--- src/rtl/tmds_channel_encoder_hdmi_if.sv ---
// Pixel/control bundle into one TMDS channel encoder and its symbol output.
// TMDS_DISP_MON_EN adds the disparity monitor signals.
interface tmds_channel_encoder_hdmi_if;
  logic       hdmi_mode;
  logic [7:0] din;
  logic       c0;
  logic       c1;
  logic       de;
  logic [9:0] dout;
  logic       dout_de;
`ifdef TMDS_DISP_MON_EN
  logic signed [4:0] disp_cnt;
  logic              disp_err;

  modport master (
    output hdmi_mode, din, c0, c1, de,
    input  dout, dout_de, disp_cnt, disp_err
  );
  modport slave (
    input  hdmi_mode, din, c0, c1, de,
    output dout, dout_de, disp_cnt, disp_err
  );
`else
  modport master (
    output hdmi_mode, din, c0, c1, de,
    input  dout, dout_de
  );
  modport slave (
    input  hdmi_mode, din, c0, c1, de,
    output dout, dout_de
  );
`endif
endinterface

--- src/rtl/tmds_channel_encoder_hdmi.sv ---
// TMDS 8b/10b channel encoder with HDMI preamble/guard-band insertion.
// Optional disparity monitor outputs enabled by TMDS_DISP_MON_EN.
module tmds_channel_encoder_hdmi #(
  parameter int CHANNEL      = 0,
  parameter int PREAMBLE_LEN = 8,
  parameter int GUARD_LEN    = 2
) (
  input logic pclk,
  input logic reset,
  tmds_channel_encoder_hdmi_if.slave bus
);

  localparam int D = PREAMBLE_LEN + GUARD_LEN;

  localparam logic [9:0] GUARD_SYM =
    (CHANNEL == 1) ? 10'b0100110011 : 10'b1011001100;

  typedef enum logic [1:0] {
    CLS_CTRL,
    CLS_GUARD,
    CLS_DATA
  } cls_t;

  function automatic logic [3:0] ones8(input logic [7:0] v);
    ones8 = '0;
    for (int i = 0; i < 8; i++)
      ones8 = ones8 + {3'b000, v[i]};
  endfunction

  function automatic logic [9:0] ctrl_tok(input logic [1:0] c);
    unique case (c)
      2'b00:   ctrl_tok = 10'b1101010100;
      2'b01:   ctrl_tok = 10'b0010101011;
      2'b10:   ctrl_tok = 10'b0101010100;
      default: ctrl_tok = 10'b1010101011;
    endcase
  endfunction

  // entry layout {de, c1, c0, din}
  logic [10:0] dl [D];
  logic [10:0] head;

  assign head = dl[D-1];

  always_ff @(posedge pclk or posedge reset) begin
    if (reset) begin
      for (int i = 0; i < D; i++)
        dl[i] <= '0;
    end else begin
      dl[0] <= {bus.de, bus.c1, bus.c0, bus.din};
      for (int i = 1; i < D; i++)
        dl[i] <= dl[i-1];
    end
  end

  // ahead[k]: de of the entry k slots behind the head; k == D is the live input
  logic [D:1] ahead;
  logic       near;
  logic       far;

  always_comb begin
    ahead = '0;
    for (int k = 1; k < D; k++)
      ahead[k] = dl[D-1-k][10];
    ahead[D] = bus.de;
  end

  always_comb begin
    near = 1'b0;
    far  = 1'b0;
    for (int k = D; k >= 1; k--) begin
      if (ahead[k]) begin
        near = (k <= GUARD_LEN);
        far  = (k > GUARD_LEN);
      end
    end
  end

  logic       is_data;
  logic       is_guard;
  logic       is_pre;
  logic [1:0] pre_c;

  assign is_data  = head[10];
  assign is_guard = !head[10] && bus.hdmi_mode && near;
  assign is_pre   = !head[10] && bus.hdmi_mode && far;
  assign pre_c    = (CHANNEL == 1) ? 2'b01 :
                    (CHANNEL == 2) ? 2'b00 : head[9:8];

  logic [3:0] n1d;
  logic       xnor_path;
  logic [8:0] qm;

  always_comb begin
    n1d       = ones8(head[7:0]);
    xnor_path = (n1d > 4'd4) || (n1d == 4'd4 && !head[0]);
    qm        = '0;
    qm[0]     = head[0];
    for (int i = 1; i < 8; i++)
      qm[i] = xnor_path ? ~(qm[i-1] ^ head[i]) : (qm[i-1] ^ head[i]);
    qm[8]     = ~xnor_path;
  end

  cls_t       s1_cls;
  logic [1:0] s1_c;
  logic [8:0] s1_qm;

  always_ff @(posedge pclk or posedge reset) begin
    if (reset) begin
      s1_cls <= CLS_CTRL;
      s1_c   <= 2'b00;
      s1_qm  <= '0;
    end else begin
      s1_qm <= qm;
      s1_c  <= head[9:8];
      unique case (1'b1)
        is_data:  s1_cls <= CLS_DATA;
        is_guard: s1_cls <= CLS_GUARD;
        is_pre: begin
          s1_cls <= CLS_CTRL;
          s1_c   <= pre_c;
        end
        default:  s1_cls <= CLS_CTRL;
      endcase
    end
  end

  logic signed [4:0] cnt;
  logic signed [4:0] diff;
  logic signed [4:0] cnt_nx;
  logic        [3:0] n1q;
  logic        [3:0] n0q;
  logic        [9:0] sym;

  always_comb begin
    n1q  = ones8(s1_qm[7:0]);
    n0q  = 4'd8 - n1q;
    diff = $signed({1'b0, n1q}) - $signed({1'b0, n0q});
    if (cnt == 5'sd0 || n1q == n0q) begin
      sym    = {~s1_qm[8], s1_qm[8],
                s1_qm[8] ? s1_qm[7:0] : ~s1_qm[7:0]};
      cnt_nx = s1_qm[8] ? cnt + diff : cnt - diff;
    end else if ((!cnt[4] && n1q > n0q) || (cnt[4] && n0q > n1q)) begin
      sym    = {1'b1, s1_qm[8], ~s1_qm[7:0]};
      cnt_nx = cnt + (s1_qm[8] ? 5'sd2 : 5'sd0) - diff;
    end else begin
      sym    = {1'b0, s1_qm[8], s1_qm[7:0]};
      cnt_nx = cnt - (s1_qm[8] ? 5'sd0 : 5'sd2) + diff;
    end
  end

  always_ff @(posedge pclk or posedge reset) begin
    if (reset) begin
      bus.dout    <= 10'b1101010100;
      bus.dout_de <= 1'b0;
      cnt         <= '0;
    end else begin
      bus.dout_de <= 1'b0;
      cnt         <= '0;
      unique case (s1_cls)
        CLS_DATA: begin
          bus.dout    <= sym;
          bus.dout_de <= 1'b1;
          cnt         <= cnt_nx;
        end
        CLS_GUARD: bus.dout <= GUARD_SYM;
        default:   bus.dout <= ctrl_tok(s1_c);
      endcase
    end
  end

`ifdef TMDS_DISP_MON_EN
  assign bus.disp_cnt = cnt;

  always_ff @(posedge pclk or posedge reset) begin
    if (reset)
      bus.disp_err <= 1'b0;
    else if (s1_cls == CLS_DATA && (cnt_nx > 5'sd10 || cnt_nx < -5'sd10))
      bus.disp_err <= 1'b1;
  end
`endif

endmodule

--- src/flat_wrapper.sv ---
// flat-port wrapper written by rule: the top's interface ports become plain ports
module tmds_channel_encoder_hdmi_flat 
#(
  parameter int CHANNEL      = 0,
  parameter int PREAMBLE_LEN = 8,
  parameter int GUARD_LEN    = 2
)
  (pclk, reset, bus_hdmi_mode, bus_din, bus_c0, bus_c1, bus_de, bus_dout, bus_dout_de);
  tmds_channel_encoder_hdmi_if bus_i ();
  input logic pclk;
  input logic reset;
  input wire logic [$bits(bus_i.hdmi_mode)-1:0] bus_hdmi_mode;
  input wire logic [$bits(bus_i.din)-1:0] bus_din;
  input wire logic [$bits(bus_i.c0)-1:0] bus_c0;
  input wire logic [$bits(bus_i.c1)-1:0] bus_c1;
  input wire logic [$bits(bus_i.de)-1:0] bus_de;
  output wire logic [$bits(bus_i.dout)-1:0] bus_dout;
  output wire logic [$bits(bus_i.dout_de)-1:0] bus_dout_de;
  assign bus_i.hdmi_mode = bus_hdmi_mode;
  assign bus_i.din = bus_din;
  assign bus_i.c0 = bus_c0;
  assign bus_i.c1 = bus_c1;
  assign bus_i.de = bus_de;
  assign bus_dout = bus_i.dout;
  assign bus_dout_de = bus_i.dout_de;
  tmds_channel_encoder_hdmi #(.CHANNEL(CHANNEL), .PREAMBLE_LEN(PREAMBLE_LEN), .GUARD_LEN(GUARD_LEN)) u_core (.pclk(pclk), .reset(reset), .bus(bus_i));
endmodule
--- config.mk ---
export PLATFORM = sky130hd
export DESIGN_NAME = tmds_channel_encoder_hdmi_flat
export DESIGN_NICKNAME = d
export VERILOG_FILES = /design/src/rtl/tmds_channel_encoder_hdmi_if.sv /design/src/rtl/tmds_channel_encoder_hdmi.sv /design/src/flat_wrapper.sv
export SDC_FILE = /design/constraint.sdc
export NUM_CORES = 1
export LEC_CHECK = 0
export ABC_CLOCK_PERIOD_IN_PS = 16050
export CAP_MARGIN = 25
export CELL_PAD_IN_SITES_DETAIL_PLACEMENT = 0
export CELL_PAD_IN_SITES_GLOBAL_PLACEMENT = 2
export CORE_MARGIN = 8
export CORE_UTILIZATION = 25
export DETAILED_ROUTE_END_ITERATION = 6
export PLACE_DENSITY_LB_ADDON = 0.1
export SETUP_SLACK_MARGIN = 0.2
export SYNTH_ARGS = -nofsm -noshare
export SYNTH_HDL_FRONTEND = slang
export SYNTH_SLANG_ARGS = --single-unit
--- constraint.sdc ---
create_clock -name pclk -period 16.05 [get_ports pclk]
set_clock_uncertainty 0.1 [all_clocks]
set_input_delay 2.4075 -clock pclk [delete_from_list [all_inputs] [get_ports pclk]]
set_output_delay 2.4075 -clock pclk [all_outputs]
set_load 0.03 [all_outputs]
==> flow_summary.ini <==
[clocking]
cts_tree = yes
postCtsHoldBufs = 0
cts_setup_buffers = 0
numCtsBuffers = 17
clock-sinks = 139
cts_resized = 0
clkTransAtPathRegs_ns = 0.06
htreeDepth = 4
cts-root-buf = clkbuf_16
clk_latency_ns = 0.40
clockBufferDepth = 2

[synthesis]
synthMuxAreaShare = 0.01529
synth_top_family_by_area = adder cells
synth.avg_cell_area_um2 = 15.19
yosys_warnings = 0
syn_nets = 387
synthAdderAreaFrac = 0.1154
synthesis.area_um2 = 5075
synth-xor-area-share = 0.05991
yosys.area_share.simple = 0.03205
synthCells = 334
yosysUniqueCellTypes = 44
ys_ff_latch = 139
synth_compound_area_frac = 0.05325
synth-seq-area-share = 0.6866

[grt]
grt_antenna_before_repair = 0
grt_pass1_wl_um = 13940
overflow = 0
grt_max_degree = 71
grt_pass1_vias = 2648
groute.usage.overall = 0.07342

[critical_path]
endpoint_kind = flip-flop
cpPeakStageDelay_ns = 0.69
critPathMaxFanout = 8
worstPathRequired_ns = 16.26
critical_path_class = reg2reg
critPathArrivalTime_ns = 6.34
cp_slowest_cell = fa_1
startpoint_type = flip-flop
path_cells = ha_1 > inv_1 > fa_1 > fa_1 > fa_1 > fa_1 > inv_1 > nor2_2 > inv_1 > ha_1 > inv_1 > o21ai_0 > a22oi_1 > xor2_1 > ha_1 > a21oi_1 > xnor2_1 > mux2i_1 > xnor2_1 > a211oi_1

[detailed_routing]
wl_per_cell_um = 12.00
firstDrtPassIters = 4
drtAntennaViolNets = 0
drc = 0
vias = 2449
drtIter0Drc = 80
viasPerCell = 3.722
routed_wl_um = 7893

[die]
core_um2 = 20100
die_h_um = 158.5
chipWidth_um = 158.5
start_util = 0.2524
die_area_um2 = 25110
io_pins = 25
num_rows = 52

[cells_and_area]
n_antenna_cell = 0
nFillCells = 1995
multi_input_area_um2 = 1400
area_growth_pct = 23.08
finalInstanceArea_um2 = 6246
seqCellArea_um2 = 3485
layout.nets = 428
final_layout_size_suffix_gt1_frac = 0.1314
final_cell_count_no_fill = 658

[timing]
final-max-slew-violation-count = 0
slew_headroom = 0.4530
hold_viol = 0
fin_setup_tns_ns = 0
tightest_slew_ns = 0.8204
finalSetupViolCount = 0
period_minus_slack_ns = 6.125
fmax_mhz = 163.3
rsz0062_at_grt = no
min_period_over_period = 0.3816
worst_slack_ns = 9.925

[status]
status = complete, no violations

[placement]
dpl-instance-area_um2 = 5637
placedCellCount = 626
place_hpwl_um = 5331
post-place-ws_ns = 9.903
port_buffers = 24
place_congestion = 0.7173

[min_path]
hp-class = reg2reg

[flow_run]
cap_violations = 0
-- worst max-delay path, delay by kind of cell (launching register included) --
kind	cells	cell delay (ns)
buffers and inverters	4	0.49
DFF	1	0.39
AOI/OAI and AO/OA	4	1.08
adders and majority gates	7	3.07
xor gates and xnor gates	3	0.55
and+or+nand+nor	1	0.25
muxes	1	0.10
-- kinds of logic after synthesis --
| family | after synthesis |
|---|---|
| muxes | 7 |
| AOI/OAI and AO/OA | 39 |
| adders and majority gates | 39 |
| and+or+nand+nor | 31 |
| buffers and inverters | 46 |
| xor gates and xnor gates | 33 |
| DFF | 139 |
-- state kept, by name, indices dropped and copies added, names as in the netlist --
signal	flops
u_core.dl	90
u_core.head	11
u_core.bus.dout	10
u_core.ahead	9
u_core.s1_qm	9
u_core.cnt	5
u_core.s1_c	2
u_core.s1_cls	2
u_core.bus.dout_de	1
-- synthesized netlist by cell type (all sizes together) --
cell type	instances	area [um^2]
a211oi	2	15.01
a21o	3	22.52
a21oi	9	48.80
a221oi	1	26.28
a22oi	1	7.510
a311oi	1	8.760
and2	4	25.02
buf	1	20.02
clkbuf	2	8.750
dfrtp	134	3353
dfstp	5	131.4
fa	13	260.3
ha	26	325.3
inv	43	161.4
mux2	3	37.53
mux2i	4	40.04
nand2	5	18.77
nand2b	2	12.51
nand3	1	5.000
nand4	1	6.260
nor2	8	32.54
nor2b	3	18.77
nor3	3	15.01
nor3b	2	15.01
o211a	1	10.01
o211ai	2	15.01
o21ai	15	78.83
o22ai	1	6.260
o31ai	1	12.51
o32a	1	10.01
o32ai	1	8.760
or2	1	6.260
or4	1	7.510
xnor2	27	244.0
xor2	6	60.06
-- through the flow --
| step | hold WS, ns | util |
|---|---|---|
| 6_report | 0.2448 | 0.3107 |
| 5_1_grt | 0.2522 | 0.3107 |
| 4_1_cts | 0.2457 | 0.3107 |
| 3_5_place_dp | 0.2347 | 0.2804 |
| 3_3_place_gp | 0.2313 | 0.2804 |
| 2_1_floorplan | 0.2312 | - |
-- final timing paths --
kind / start / endpoint / slack (ns) / cells past startpoint
min in group asynchronous: reset / u_core.dl[86]$_DFF_PP0_ / 2.37 / 2
min: u_core.dl[50]$_DFF_PP0_ / u_core.dl[39]$_DFF_PP0_ / 0.24 / 0
max: u_core.s1_qm[0]$_DFF_PP0_ / u_core.cnt[4]$_DFF_PP0_ / 9.93 / 20
max reg2reg: u_core.s1_qm[0]$_DFF_PP0_ / u_core.cnt[4]$_DFF_PP0_ / 9.93 / 20
max in group asynchronous: reset / u_core.dl[11]$_DFF_PP0_ / 12.21 / 3
min reg2reg: u_core.dl[50]$_DFF_PP0_ / u_core.dl[39]$_DFF_PP0_ / 0.24 / 0
-- cell type report --
| cell class | instances | share of cell area |
|---|---|---|
| clock buffer | 19 | 0.07252 |
| clock inverter | 13 | 0.02504 |
| inverter | 43 | 0.02664 |
| multi-input combinational | 149 | 0.2242 |
| sequential | 139 | 0.5579 |
| tap | 270 | 0.05409 |
| timing repair buffer | 25 | 0.03966 |
-- routing by layer --
metal	part of all wire	track usage
met1	0.49	0.09519
met2	0.46	0.1056
met3	0.040	0.02443
met4	0.018	0.04131
met5	0	0
-- cell usage in the layout, fill, tap and decap left out, types with 2 or more instances in the layout --
| master | Yosys | routed |
|---|---|---|
| mux2_2 | 2 | 2 |
| nand2b_1 | 2 | 2 |
| inv_6 | 0 | 4 |
| xor2_1 | 5 | 5 |
| o21ai_0 | 6 | 6 |
| clkinv_4 | 0 | 2 |
| xnor2_1 | 26 | 26 |
| mux2i_1 | 4 | 4 |
| nor3_1 | 3 | 3 |
| clkdlybuf4s50_1 | 0 | 24 |
| inv_8 | 0 | 2 |
| clkbuf_8 | 0 | 2 |
| o211ai_1 | 2 | 2 |
| nand2_1 | 5 | 5 |
| and2_1 | 4 | 4 |
| a211oi_1 | 2 | 2 |
| fa_1 | 13 | 13 |
| nor2b_1 | 3 | 3 |
| ha_1 | 26 | 26 |
| inv_1 | 42 | 41 |
| dfrtp_1 | 134 | 134 |
| clkinvlp_4 | 0 | 4 |
| a21o_1 | 3 | 3 |
| a21oi_1 | 8 | 8 |
| o21ai_1 | 8 | 8 |
| nor2_1 | 7 | 7 |
| bufinv_16 | 0 | 2 |
| nor3b_1 | 2 | 2 |
| clkbuf_16 | 0 | 17 |
| dfstp_2 | 5 | 5 |
Power is left out: the tool's default activity adds up to more than one toggle a clock period on the data nets, which glitch-free logic cannot reach.
